File: src/rtl/intmatmul_seq_engine.sv
// Sequential matrix-vector multiply: one MAC per cycle over snapshotted operands,
// Start/Busy/Done handshake with synchronous Abort.
//   state | meaning
//   sIdle | waiting for Start; operands not yet captured
//   sMac  | one product per cycle, row r / column k
//   sDone | one-cycle Done pulse, all rows valid
module intmatmul_seq_engine #(
   parameter int pVectorSize = 4,
   parameter int pWordSize   = 4
) (
   input  logic                                       Clk,
   input  logic                                       Reset,
   input  logic                                       Start,
   input  logic                                       Abort,
   input  logic [pVectorSize*pWordSize-1:0]             vectorInput,
   input  logic [pVectorSize*pVectorSize*pWordSize-1:0] matrixInput,
   output logic                                       Busy,
   output logic                                       Done,
   output logic [pVectorSize*pWordSize-1:0]             cOutput
);

   localparam int CW = (pVectorSize > 1) ? $clog2(pVectorSize) : 1;
   localparam logic [CW-1:0] LAST = CW'(pVectorSize - 1);

   typedef enum logic [1:0] {sIdle, sMac, sDone} state_t;

   state_t state, stateNext;
   logic launch, macStep;

   logic [pVectorSize*pWordSize-1:0]             vecSh;
   logic [pVectorSize*pVectorSize*pWordSize-1:0] matSh;
   logic [CW-1:0]                                rowIdx, colIdx;
   logic [pWordSize-1:0]                         acc, mElem, vElem, prod, sum;

   always_ff @(posedge Clk or negedge Reset) begin
      if (!Reset) state <= sIdle;
      else        state <= stateNext;
   end

   always_comb begin
      stateNext = state;
      Busy      = 1'b0;
      Done      = 1'b0;
      launch    = 1'b0;
      macStep   = 1'b0;
      case (state)
         sIdle: begin
            // Abort wins over a simultaneous Start
            if (Start && !Abort) begin
               launch    = 1'b1;
               stateNext = sMac;
            end
         end
         sMac: begin
            Busy = 1'b1;
            if (Abort) begin
               stateNext = sIdle;
            end else begin
               macStep = 1'b1;
               if (colIdx == LAST && rowIdx == LAST) stateNext = sDone;
            end
         end
         sDone: begin
            Busy      = 1'b1;
            Done      = 1'b1;
            stateNext = sIdle;
         end
         default: stateNext = sIdle;
      endcase
   end

   assign mElem = matSh[(int'(rowIdx) * pVectorSize + int'(colIdx)) * pWordSize +: pWordSize];
   assign vElem = vecSh[int'(colIdx) * pWordSize +: pWordSize];
   assign prod  = mElem * vElem;
   assign sum   = acc + prod;

   always_ff @(posedge Clk or negedge Reset) begin
      if (!Reset) begin
         vecSh   <= '0;
         matSh   <= '0;
         rowIdx  <= '0;
         colIdx  <= '0;
         acc     <= '0;
         cOutput <= '0;
      end else if (launch) begin
         vecSh  <= vectorInput;
         matSh  <= matrixInput;
         rowIdx <= '0;
         colIdx <= '0;
         acc    <= '0;
      end else if (macStep) begin
         if (colIdx == LAST) begin
            cOutput[int'(rowIdx) * pWordSize +: pWordSize] <= sum;
            acc    <= '0;
            colIdx <= '0;
            if (rowIdx != LAST) rowIdx <= rowIdx + 1'b1;
         end else begin
            acc    <= sum;
            colIdx <= colIdx + 1'b1;
         end
      end
   end

endmodule
File: config.mk
export PLATFORM = sky130hd
export DESIGN_NAME = intmatmul_seq_engine
export DESIGN_NICKNAME = d
export VERILOG_FILES = /design/src/rtl/intmatmul_seq_engine.sv
export SDC_FILE = /design/constraint.sdc
export NUM_CORES = 1
export LEC_CHECK = 0
export CAP_MARGIN = 20
export CELL_PAD_IN_SITES_DETAIL_PLACEMENT = 0
export CELL_PAD_IN_SITES_GLOBAL_PLACEMENT = 1
export CORE_ASPECT_RATIO = 1.25
export CORE_MARGIN = 2
export CORE_UTILIZATION = 27
export CTS_CLUSTER_DIAMETER = 120
export DETAILED_ROUTE_END_ITERATION = 8
export PLACE_DENSITY_LB_ADDON = 0.1
export SLEW_MARGIN = 20
export SYNTH_ARGS = -nofsm -noshare
export SYNTH_HDL_FRONTEND = slang
export SYNTH_SLANG_ARGS = --single-unit
File: constraint.sdc
create_clock -name Clk -period 14.4 [get_ports Clk]
set_input_delay 2.88 -clock Clk [delete_from_list [all_inputs] [get_ports Clk]]
set_output_delay 2.88 -clock Clk [all_outputs]
set_load 0.1 [all_outputs]
==> key figures, run 1 <==
Synthesis
  • Ys flop type: dfrtp_1
  • Unique cell type count in the Yosys netlist: 34
  • Post-Synthesis Cells: 381
  • Asr flop ratio synth: 1.00
  • Mapped Nets: 482
  • Syn Area/Cell: 13.3 µm²
  • Post-Syn Area: 0.00507 mm²
  • Post-synth EDFFs: 0
  • Seq cells post-synth: 106
  • Sequential fraction of the synthesis area: 0.524
  • Syn. warnings: 0

Drt
  • Routed WL per cell: 17.0 µm
  • Drt pass-1 iters: 4
  • Final wirelength: 12200 µm
  • Vias/cell: 4.57
  • DR vias: 3264
  • Iteration-0 DRC Markers: 134
  • Routed Antenna Nets: 0
  • # DRC: 0

STA
  • Hold_ws: 0.480 ns
  • Post-layout min period: 5.47 ns
  • Max Freq: 183 MHz
  • Slew headroom: 0.353
  • Unrepaired setup endpoints after global routing: false
  • Fin Clk Skew: 0.00629 ns
  • Final number of hold-violating endpoints: 0
  • Worst slew pin tran: 0.967 ns
  • Fin crit share: 0.380
  • Final setup viols: 0
  • Setup TNS: 0 ns
  • Final Max Slew Viols: 0

Setup path
  • R2R cell count: 15
  • Slowest cell on the critical path: dfrtp_2
  • Most frequent CP cell: xnor2_1
  • Crit path launch: colIdx[0]
  • Critical setup path kind: reg2reg
  • Required @ worst endpoint: 14.66 ns
  • Critical Path Fanout Max: 27
  • WP data arrival: 5.73 ns
  • CP cell instances: mux4_2 -> a22oi_1 -> nand3_1 -> and2_1 -> ha_1 -> ha_1 -> fa_1 -> fa_1 -> xor2_1 -> xnor2_1 -> xnor2_1 -> xnor2_1 -> xnor3_1 -> or3_1 -> a21oi_1
  • Crit end category: register
  • Crit start category: register
  • Reg2reg start: colIdx[0]
  • Slowest cell delay on critical path: 0.91 ns

Global route
  • GRT Total Usage: 0.128
  • Initial antenna violation count: 0
  • First-pass GRT wire length: 19400 µm
  • Largest net degree at the start of global routing: 90
  • Number of global-route vias before repair: 3607
  • Total gr overflow: 0

Floorplanning
  • Die W: 127 µm
  • Rows: 56
  • Die Y: 157 µm
  • Starting Density: 0.273
  • IO Pins: 102
  • Die area: 0.0199 mm²
  • Standard cell core area: 0.0186 mm²

Run status
  • Status: finished, final reports clean

Clock tree
  • Inserted Clock Buffers: 9
  • Root Buffer: clkbuf_16
  • Clk pin slew, worst setup/hold paths: 0.07 ns
  • CTS max path bufs: 2
  • CTS tree: done
  • H-tree depth: 3
  • Worst-Skew Late Latency: 0.35 ns
  • Hold-fix buffers, CTS: 0
  • Number of post-CTS setup repair buffers: 0
  • Sink Count: 106
  • Resized cells post-CTS: 0

Placement
  • DP Wirelength: 8660 µm
  • Placer Congestion: 0.766
  • Port Buf Inserts: 101

Min path
  • Hold_sp: cOutput[12]
  • Worst Hold Path Cells: 2
  • Worst Hold Class: reg2reg

Power
  • Max IR drop VDD: 117 µV
  • Power per cell area: 207 mW/mm²
  • Pleak: 0.00265 µW

Cells and area
  • Post-layout nets: 579
  • Share of cells above drive strength 1: 0.248
  • N_diodes: 0
  • Layout area overhead: 30.2%

Job
  • MaxCap Viol Count: 0
[report_power, final]
part / leakage (µW) / internal [µW] / switching (µW)
clock network: 0.000139 / 127 / 109
registers: 0.00129 / 416 / 84.3
logic: 0.00122 / 325 / 307
[area by class of cell]
| cell class | count | area, µm² |
|---|---|---|
| clock inverter | 4 | 26.3 |
| fill | 1799 | 12000 |
| timing repair buffer | 104 | 1030 |
| multi-input combinational | 247 | 2300 |
| inverter | 10 | 37.5 |
| sequential | 106 | 2650 |
| tap | 232 | 290 |
| clock buffer | 12 | 256 |
[state kept, by name, indices dropped and copies added (netlist names)]
register / count
matSh: 64
cOutput: 16
vecSh: 16
acc: 4
colIdx: 2
rowIdx: 2
state: 2
[cells in the final DEF (no fill, tap or decap), types with 3 or more instances in the layout]
| cell type | count |
|---|---|
| clkdlybuf4s50_1 | 100 |
| nand3_1 | 3 |
| xnor2_1 | 5 |
| o31ai_1 | 4 |
| and2_1 | 5 |
| nor2b_1 | 3 |
| mux2i_1 | 9 |
| mux4_2 | 18 |
| inv_1 | 10 |
| mux2_2 | 80 |
| nand2_1 | 44 |
| dfrtp_1 | 105 |
| ha_1 | 15 |
| buf_4 | 3 |
| clkbuf_16 | 9 |
| nor3b_1 | 8 |
| a21oi_1 | 10 |
| nor2_1 | 8 |
| o21ai_0 | 14 |
[cell families after synthesis]
group,count (synthesis),synth area share
xor+xnor,8,0.0165
fa+ha+maj,17,0.0449
simple gates,80,0.0734
flops,106,0.524
mux,107,0.276
compound gates,35,0.0417
buf+inv,28,0.0242
[final timing paths]
| kind | endpoint | slack [ns] |
|---|---|---|
| max in group asynchronous | matSh[63] | 10.67 |
| max reg2reg | acc[3] | 8.93 |
| min | cOutput[12] | 0.48 |
| min in group asynchronous | matSh[10] | 2.61 |
| max | acc[3] | 8.93 |
| min reg2reg | cOutput[12] | 0.48 |
[cells in the mapped netlist (8+ instances only)]
master / instances / area [µm²]
nand2_1: 44 / 165
clkbuf_1: 14 / 52.6
nor2_1: 9 / 33.8
mux2_2: 80 / 901
dfrtp_1: 106 / 2650
o21ai_0: 14 / 70.1
mux2i_1: 9 / 90.1
mux4_2: 18 / 405
a21oi_1: 10 / 50.1
inv_1: 10 / 37.5
nor3b_1: 8 / 60.1
ha_1: 15 / 188
[through the flow]
step / area (µm²) / std cells / setup WS (ns) / total power (µW) / utilization
floorplan: 5070 / 381 / 9.70 / 950 / -
global placement: 6310 / 699 / 8.97 / 1140 / 0.340
detailed placement: 6310 / 699 / 8.86 / 1150 / 0.340
CTS: 6590 / 715 / 8.83 / 1390 / 0.355
global route: 6600 / 715 / 8.57 / 1470 / 0.355
finish: 6600 / 715 / 8.93 / 1370 / 0.355
[critical path: cells and delay by family, from the launching register on]
family                     cells  cell delay [ns]
adders and majority gates      4             1.51
xor gates and xnor gates       5             1.15
DFF                            1             0.91
and+or+nand+nor                3             0.74
muxes                          1             0.61
AOI/OAI and AO/OA              2             0.43
[routing by layer]
metal | wire length [µm] | GRT usage | share of wire
met5 | 0 | 0 | 0
met2 | 6240 | 0.217 | 0.51
met3 | 416 | 0.0299 | 0.034
met4 | 236 | 0.0466 | 0.019
met1 | 5280 | 0.160 | 0.43
No activity file was read; power rests on OpenSTA's default activity.
==> run 2, diff against run 1 <==
==> constraint.sdc (replaced) <==
create_clock -name Clk -period 5.35 [get_ports Clk]
set_input_delay 1.07 -clock Clk [delete_from_list [all_inputs] [get_ports Clk]]
set_output_delay 1.07 -clock Clk [all_outputs]
set_load 0.1 [all_outputs]
==> run 2 against run 1 <==
Utilization up 0.37 points. Clock power increased to 2.7 times the previous value. Design area grew 1.0%. Largest cell class unchanged. Non-clock buffer count up 6. Sequential share of layout area decreased by 0.42 points. Sequential power grew to 2.7 times the previous value.
==> key figures, run 2 (synthesis results as in run 1) <==
Setup path
  • Slowest cell on the critical path: dfrtp_2
  • Worst reg2reg setup slack: 0.39 ns (-8.54 ns)
  • Most frequent CP cell: xnor2_1
  • Cell family with most CP delay: adder cells
  • Required @ worst endpoint: 5.63 ns (-9.03 ns)
  • R2R cell count: 15 (unchanged)
  • CP Depth: 15 (unchanged)
  • CP cell instances: mux4_2 -> a22oi_1 -> nand3_1 -> and2_1 -> ha_1 -> ha_1 -> fa_1 -> fa_1 -> xor2_1 -> xnor2_1 -> xnor2_1 -> xnor2_1 -> xnor3_1 -> or3_1 -> a21oi_1
  • CP Buf/Inv Count: 0 (unchanged)
  • FF-to-FF End: acc[3]
  • Slowest cell delay on critical path: 0.55 ns (-0.36 ns)
  • Reg2reg start: colIdx[0]
  • Crit end category: register
  • Critical setup path kind: reg2reg
  • Crit start category: register
  • WP data arrival: 5.23 ns (-0.50 ns)
  • Critical Path Fanout Max: 9 (-67%)
  • Crit path launch: colIdx[0]

Power
  • Gate power share: 0.465 (+0.003)
  • Sw power: 1320 µW (+160%)
  • Pleak: 0.00268 µW (+1.0%)
  • Switching portion of total power: 0.361 (-0.00449)
  • Internal: 2340 µW (+170%)
  • Max IR drop VDD: 291 µV (+150%)
  • Clock power share: 0.172 (about the same)
  • Power per cell area: 550 mW/mm² (+170%)
  • Sequential share of power: 0.363 (-0.003)

STA
  • Slew headroom: 0.347 (-0.00593)
  • Final number of hold-violating endpoints: 0 (unchanged)
  • Worst slew pin tran: 0.976 ns (+0.00887 ns)
  • Final Max Slew Viols: 0 (unchanged)
  • Post-layout min period: 4.96 ns (-0.514 ns)
  • Unrepaired setup endpoints after global routing: false
  • Setup TNS: 0 ns (unchanged)
  • Final setup viols: 0 (unchanged)
  • Fin Clk Skew: 0.00544 ns (-0.000845 ns)
  • Final worst slack: 0.394 ns (-8.54 ns)
  • Fin crit share: 0.926 (+0.547)
  • Hold_ws: 0.481 ns (+0.000630 ns)
  • Max Freq: 202 MHz (+10%)

Placement
  • Placed cell areas: 0.00636 mm² (+0.79%)
  • # placed instances: 704 (+0.72%)
  • Worst slack, placed: 0.332 ns (-8.53 ns)
  • Port Buf Inserts: 101 (unchanged)
  • DP Wirelength: 9250 µm (+6.8%)
  • Placer Congestion: 0.735 (-4.0%)

Cells and area
  • Post-layout nets: 585 (+1.0%)
  • Largest register FFs: 64 (unchanged)
  • Fin area: 0.00667 mm² (+1.0%)
  • Layout area overhead: 31.6%
  • Commonest non-fill, non-tap cells in the layout: 105 x dfrtp_1, 100 x clkdlybuf4s50_1, 80 x mux2_2
  • Top Registers: matSh: 64 flops, cOutput: 16 flops, vecSh: 16 flops
  • Fillcell total: 1825 (+1.4%)
  • Biggest register: matSh
  • Commonest non-fill, non-tap cell in the layout: dfrtp_1
  • Filler-free cell count of the finished design: 721 (+0.84%)
  • N_diodes: 0 (unchanged)
  • Share of cells above drive strength 1: 0.256 (+0.00718)

Drt
  • Drt pass-1 iters: 4 (unchanged)
  • Final wirelength: 12400 µm (+2.0%)
  • Routed Antenna Nets: 0 (unchanged)
  • # DRC: 0 (unchanged)
  • Iteration-0 DRC Markers: 152 (+13%)
  • DR vias: 3310 (+1.4%)
  • Routed WL per cell: 17.2 µm (+1.2%)
  • Vias/cell: 4.59 (+0.57%)

Global route
  • Largest net degree at the start of global routing: 73 (-19%)
  • Number of global-route vias before repair: 3555 (-1.4%)
  • First-pass GRT wire length: 19800 µm (+1.7%)
  • GRT Total Usage: 0.131 (+0.00223)
  • Total gr overflow: 0 (unchanged)
  • Initial antenna violation count: 0 (unchanged)

Floorplanning
  • IO Pins: 102 (unchanged)
  • Die W: 127 µm (unchanged)
  • Die area: 0.0199 mm² (unchanged)
  • Die Y: 157 µm (unchanged)
  • Standard cell core area: 0.0186 mm² (unchanged)
  • Rows: 56 (unchanged)
  • Starting Density: 0.273 (unchanged)

Clock tree
  • CTS tree: done
  • Worst-Skew Late Latency: 0.35 ns (about the same)
  • CTS max path bufs: 2 (unchanged)
  • Sink Count: 106 (unchanged)
  • Root Buffer: clkbuf_16
  • Hold-fix buffers, CTS: 0 (unchanged)
  • Inserted Clock Buffers: 9 (unchanged)
  • Clk pin slew, worst setup/hold paths: 0.07 ns (about the same)
  • Number of post-CTS setup repair buffers: 0 (unchanged)
  • H-tree depth: 3 (unchanged)
  • Resized cells post-CTS: 0 (unchanged)

Min path
  • Worst Hold Class: reg2reg
  • Hold_sp: cOutput[8]
  • Sink of the worst hold path: cOutput[8]
  • Worst Hold Path Cells: 2 (unchanged)

Run status
  • Status: finished, final reports clean

Job
  • MaxCap Viol Count: 0 (unchanged)
-- run 2: changes by cell type in the layout (fill, tap and decap cells not counted) --
cell        change
clkinv_4        -1
clkbuf_1        +1
buf_16          +1
buf_12          +1
clkinvlp_4      +2
clkinv_2        -1
clkbuf_8        -1
buf_4           +4
-- run 2: how the worst max path moves through the flow --
stage          endpoint  slack [ns]
2_1_floorplan    acc[3]        0.65
3_3_place_gp     acc[3]        0.43
3_5_place_dp     acc[3]        0.33
4_1_cts          acc[3]        0.30
5_1_grt          acc[3]        0.03
6_report         acc[3]        0.39
-- run 2: per-layer routing --
metal	global-route usage	wire length (µm)
met3	0.0296	463
met2	0.231	6470
met4	0.0424	185
met5	0	0
met1	0.157	5290
-- run 2: final cells by class --
class                           count  area, µm²  share of cell area
Sequential cell                   106       2650               0.398
Multi-Input combinational cell    247       2300               0.345
Timing Repair Buffer              110       1110               0.167
Tap cell                          232        290              0.0435
Clock buffer                       12        246              0.0370
Inverter                           10       37.5             0.00563
Clock inverter                      4       27.5             0.00413
-- run 2: power by group through the flow --
stage | clock network (µW) | registers (µW) | logic (µW)
floorplan | 0 | 1310 | 1250
global placement | 0 | 1360 | 1710
detailed placement | 0 | 1360 | 1720
CTS | 653 | 1340 | 1730
global route | 688 | 1380 | 1870
finish | 631 | 1330 | 1710
-- run 2: through the flow --
stage          total power [µW]  utilization
5_1_grt                    3940        0.359
3_5_place_dp               3080        0.343
2_1_floorplan              2560            -
4_1_cts                    3730        0.357
6_report                   3670        0.359
3_3_place_gp               3070        0.343
-- run 2: worst min-delay path: stages, from the launching register on --
cell and delay (ns):
dfrtp_1 0.34, nand2_1 0.04, o21ai_0 0.06
==> patch: new RTL, config.mk and constraints of run 1 <==
Encoding of `state_t`: now one-hot (3 bits for 3 states).
--- a/src/rtl/intmatmul_seq_engine.sv
+++ b/src/rtl/intmatmul_seq_engine.sv
@@ -22,7 +22,7 @@
    localparam int CW = (pVectorSize > 1) ? $clog2(pVectorSize) : 1;
    localparam logic [CW-1:0] LAST = CW'(pVectorSize - 1);
 
-   typedef enum logic [1:0] {sIdle, sMac, sDone} state_t;
+   typedef enum logic [2:0] {sIdle = 3'b001, sMac = 3'b010, sDone = 3'b100} state_t;
 
    state_t state, stateNext;
    logic launch, macStep;
Check against the original RTL: same outputs for any inputs over 4 cycles, from zero or initial values and one cycle with Reset low; so few cycles prove little.
==> patch against run 1 <==
  * Clock skew up 0.00093 ns
  * Die area is 0.44% lower
  * Worst setup slack improved by 0.24 ns
  * Core utilization is 0.53 points higher
  * Synthesized cell count is 2.4% lower
  * Sequential cell count is 1 higher
  * Area after synthesis shrank 0.44%
  * Cell area decreased by 0.32%
  * Routed wire length shrank 1.5%
  * Critical path type unchanged
  * Critical endpoint is now cOutput[7]$_DFFE_PN0P_
  * Largest cell class unchanged
Power is not compared: it rests on default switching activity, and its combinational part moved more than twofold at a synthesized area within 25%.
==> patch: results (changes against run 1) <==
* Biggest registers after layout: matSh: 64 flops, cOutput: 16 flops, vecSh: 16 flops
* Nets at 568 (-1.9%)
* Count of fill cells added during filler insertion at 1778 (-1.2%)
* Endpoint of the worst hold path: cOutput[2]$_DFFE_PN0P_
* Origin of the worst min-delay path: cOutput[2]$_DFFE_PN0P_
* Number of antenna violations at the first check in global routing at 0 (unchanged)
* Unique masters post-synth at 38 (+12%)
* Largest buffer count on any clock path at 2 (unchanged)
* Worst reg2reg path depth at 13 (-2)
* Share of the yosys chip area belonging to registers at 53.1% (+0.75 points)
* Violation count after the first detailed-routing iteration at 110 (-18%)
* Number of warnings issued by yosys at 0 (unchanged)
* WHS at 0.481 ns (+0.0000820 ns)
* Via count of the first global-routing pass at 3434 (-4.8%)
* Family with the most delay on the worst path: adder cells
* Tightest Pin Transition at 0.966 ns (-0.00122 ns)
* Fraction of registers with async set/reset at 100% (unchanged)
* Via Count at 3214 (-1.5%)
* Largest fanout on the critical path at 29 (+7.4%)
* Maximum number of pins on one net before global-route repair at 89 (-1.1%)
* Delay of the slowest cell on the worst path at 0.98 ns (+0.07 ns)
* Total track usage at 12.6% (-0.21 points)
* Clock root buffer: sky130_fd_sc_hd__clkbuf_16
* Post-CTS clock slew at the launch and capture registers of the worst setup and hold paths at 0.07 ns (about the same)
* Depth of the CTS H-tree at 3 (unchanged)
* Top post-synthesis cells by area: sky130_fd_sc_hd__dfrtp_1 53%, sky130_fd_sc_hd__mux2_2 18%, sky130_fd_sc_hd__mux4_2 6.3%
* Clk_skew at 0.00722 ns (+0.000933 ns)
* Hold/Removal Path Class: reg -> reg
* Slowest stage cell, crit path: sky130_fd_sc_hd__dfrtp_2
* Internal power at 0.000612 W
* First-pass GRT wire length at 19100 µm (-1.6%)
* Status: finished clean
* Total clock buffers created by CTS at 9 (unchanged)
* Register-to-register setup slack at 9.17 ns (+0.24 ns)
* IO Port Bufs at 101 (unchanged)
* Buffers inserted during post-CTS setup optimization at 0 (unchanged)
* Hold Path Stages at 2 (unchanged)
* Layout cell share with drive strength beyond 1 at 24.2% (-0.63 points)
* Endpoint of the most critical register-to-register path: cOutput[7]$_DFFE_PN0P_
* Half-perimeter wire length after placement at 8400 µm (-3.0%)
* Placer Congestion at 0.713 (-7.0%)
* Final wirelength at 12000 µm (-1.5%)
* Net count after synthesis at 470 (-2.5%)
* Launching point of the worst reg2reg path: colIdx[0]$_DFFE_PN0P_
* Later-pin clock latency in the skew report at 0.35 ns (about the same)
* LEAKAGE at 2.62 nW
* Worst EP arrival at 5.51 ns (-0.22 ns)
* Antenna cell count at 0 (unchanged)
* Leading cell types by count after synthesis: 106 x sky130_fd_sc_hd__dfrtp_1, 80 x sky130_fd_sc_hd__mux2_2, 44 x sky130_fd_sc_hd__nand2_1
* Post-cts gate resize count at 0 (unchanged)
patch: cell count changes in the layout (fill, tap and decap cells not counted), sizes merged, moves of 3 or more:
cell and delta:
inv -7, o31ai -4, nand3b +4, ha -3, o21ai +9, nor3b -4, a21oi -8, xnor2 +3
patch: worst max-delay path by stage:
| stage | startpoint | end | slack [ns] | cells after the start |
|---|---|---|---|---|
| detailed placement | Abort | rowIdx[1]$_DFFE_PN0P_ | 9.05 | 6 |
| CTS | colIdx[0]$_DFFE_PN0P_ | cOutput[7]$_DFFE_PN0P_ | 9.08 | 13 |
| global route | colIdx[0]$_DFFE_PN0P_ | acc[3]$_DFFE_PN0P_ | 8.86 | 13 |
| global placement | Abort | rowIdx[1]$_DFFE_PN0P_ | 9.12 | 6 |
| finish | colIdx[0]$_DFFE_PN0P_ | cOutput[7]$_DFFE_PN0P_ | 9.17 | 13 |
| floorplan | state[1]$_DFFE_PN0P_ | Done | 8.89 | 1 |
patch: cells by family (layout without fill, tap and decap cells):
family,after synthesis,count (layout),share of synthesized area [%]
AOI/OAI and AO/OA,32,32,3.60
xor gates and xnor gates,9,9,1.84
adders and majority gates,14,14,3.77
buffers and inverters,20,123,2.03
DFF,107,107,53.1
muxes,105,105,27.6
and+or+nand+nor,85,85,8.06
patch: layer usage:
| metal | up-vias | track usage (%) | routed length, µm |
|---|---|---|---|
| met5 | - | 0 | 0 |
| met3 | 12 | 2.12 | 391 |
| met1 | 1609 | 16.5 | 5480 |
| li1 | 1532 | - | - |
| met2 | 61 | 20.9 | 5910 |
| met4 | 0 | 5.18 | 210 |
patch: layout make-up:
| cell class | count | area share (%) |
|---|---|---|
| clock buffer | 14 | 3.86 |
| clock inverter | 2 | 0.533 |
| inverter | 3 | 0.171 |
| multi-input combinational | 245 | 34.6 |
| sequential | 107 | 40.8 |
| tap | 228 | 4.34 |
| timing repair buffer | 104 | 15.7 |
patch: metrics by stage:
stage	cell area, µm²	std cells	utilization [%]	setup WS (ns)
after floorplan	5040	372	-	8.89
after global placement	6280	687	34.4	9.12
after detailed placement	6280	687	34.4	9.05
after CTS	6570	703	36.0	9.08
after global routing	6580	703	36.1	8.86
final	6580	703	36.1	9.17
patch: tightest hold or removal path: stages (launching register included):
cell and delay [ns]:
sky130_fd_sc_hd__dfrtp_1 0.35, sky130_fd_sc_hd__nand2_1 0.04, sky130_fd_sc_hd__o21ai_0 0.06
patch: power groups by stage:
stage / sequential, W / clock (W) / combinational [W]
after floorplan: 0.000377 / 0 / 0.000143
after global placement: 0.000390 / 0 / 0.000206
after detailed placement: 0.000392 / 0 / 0.000209
after CTS: 0.000386 / 0.000258 / 0.000210
after global routing: 0.000394 / 0.000274 / 0.000224
final: 0.000385 / 0.000247 / 0.000203
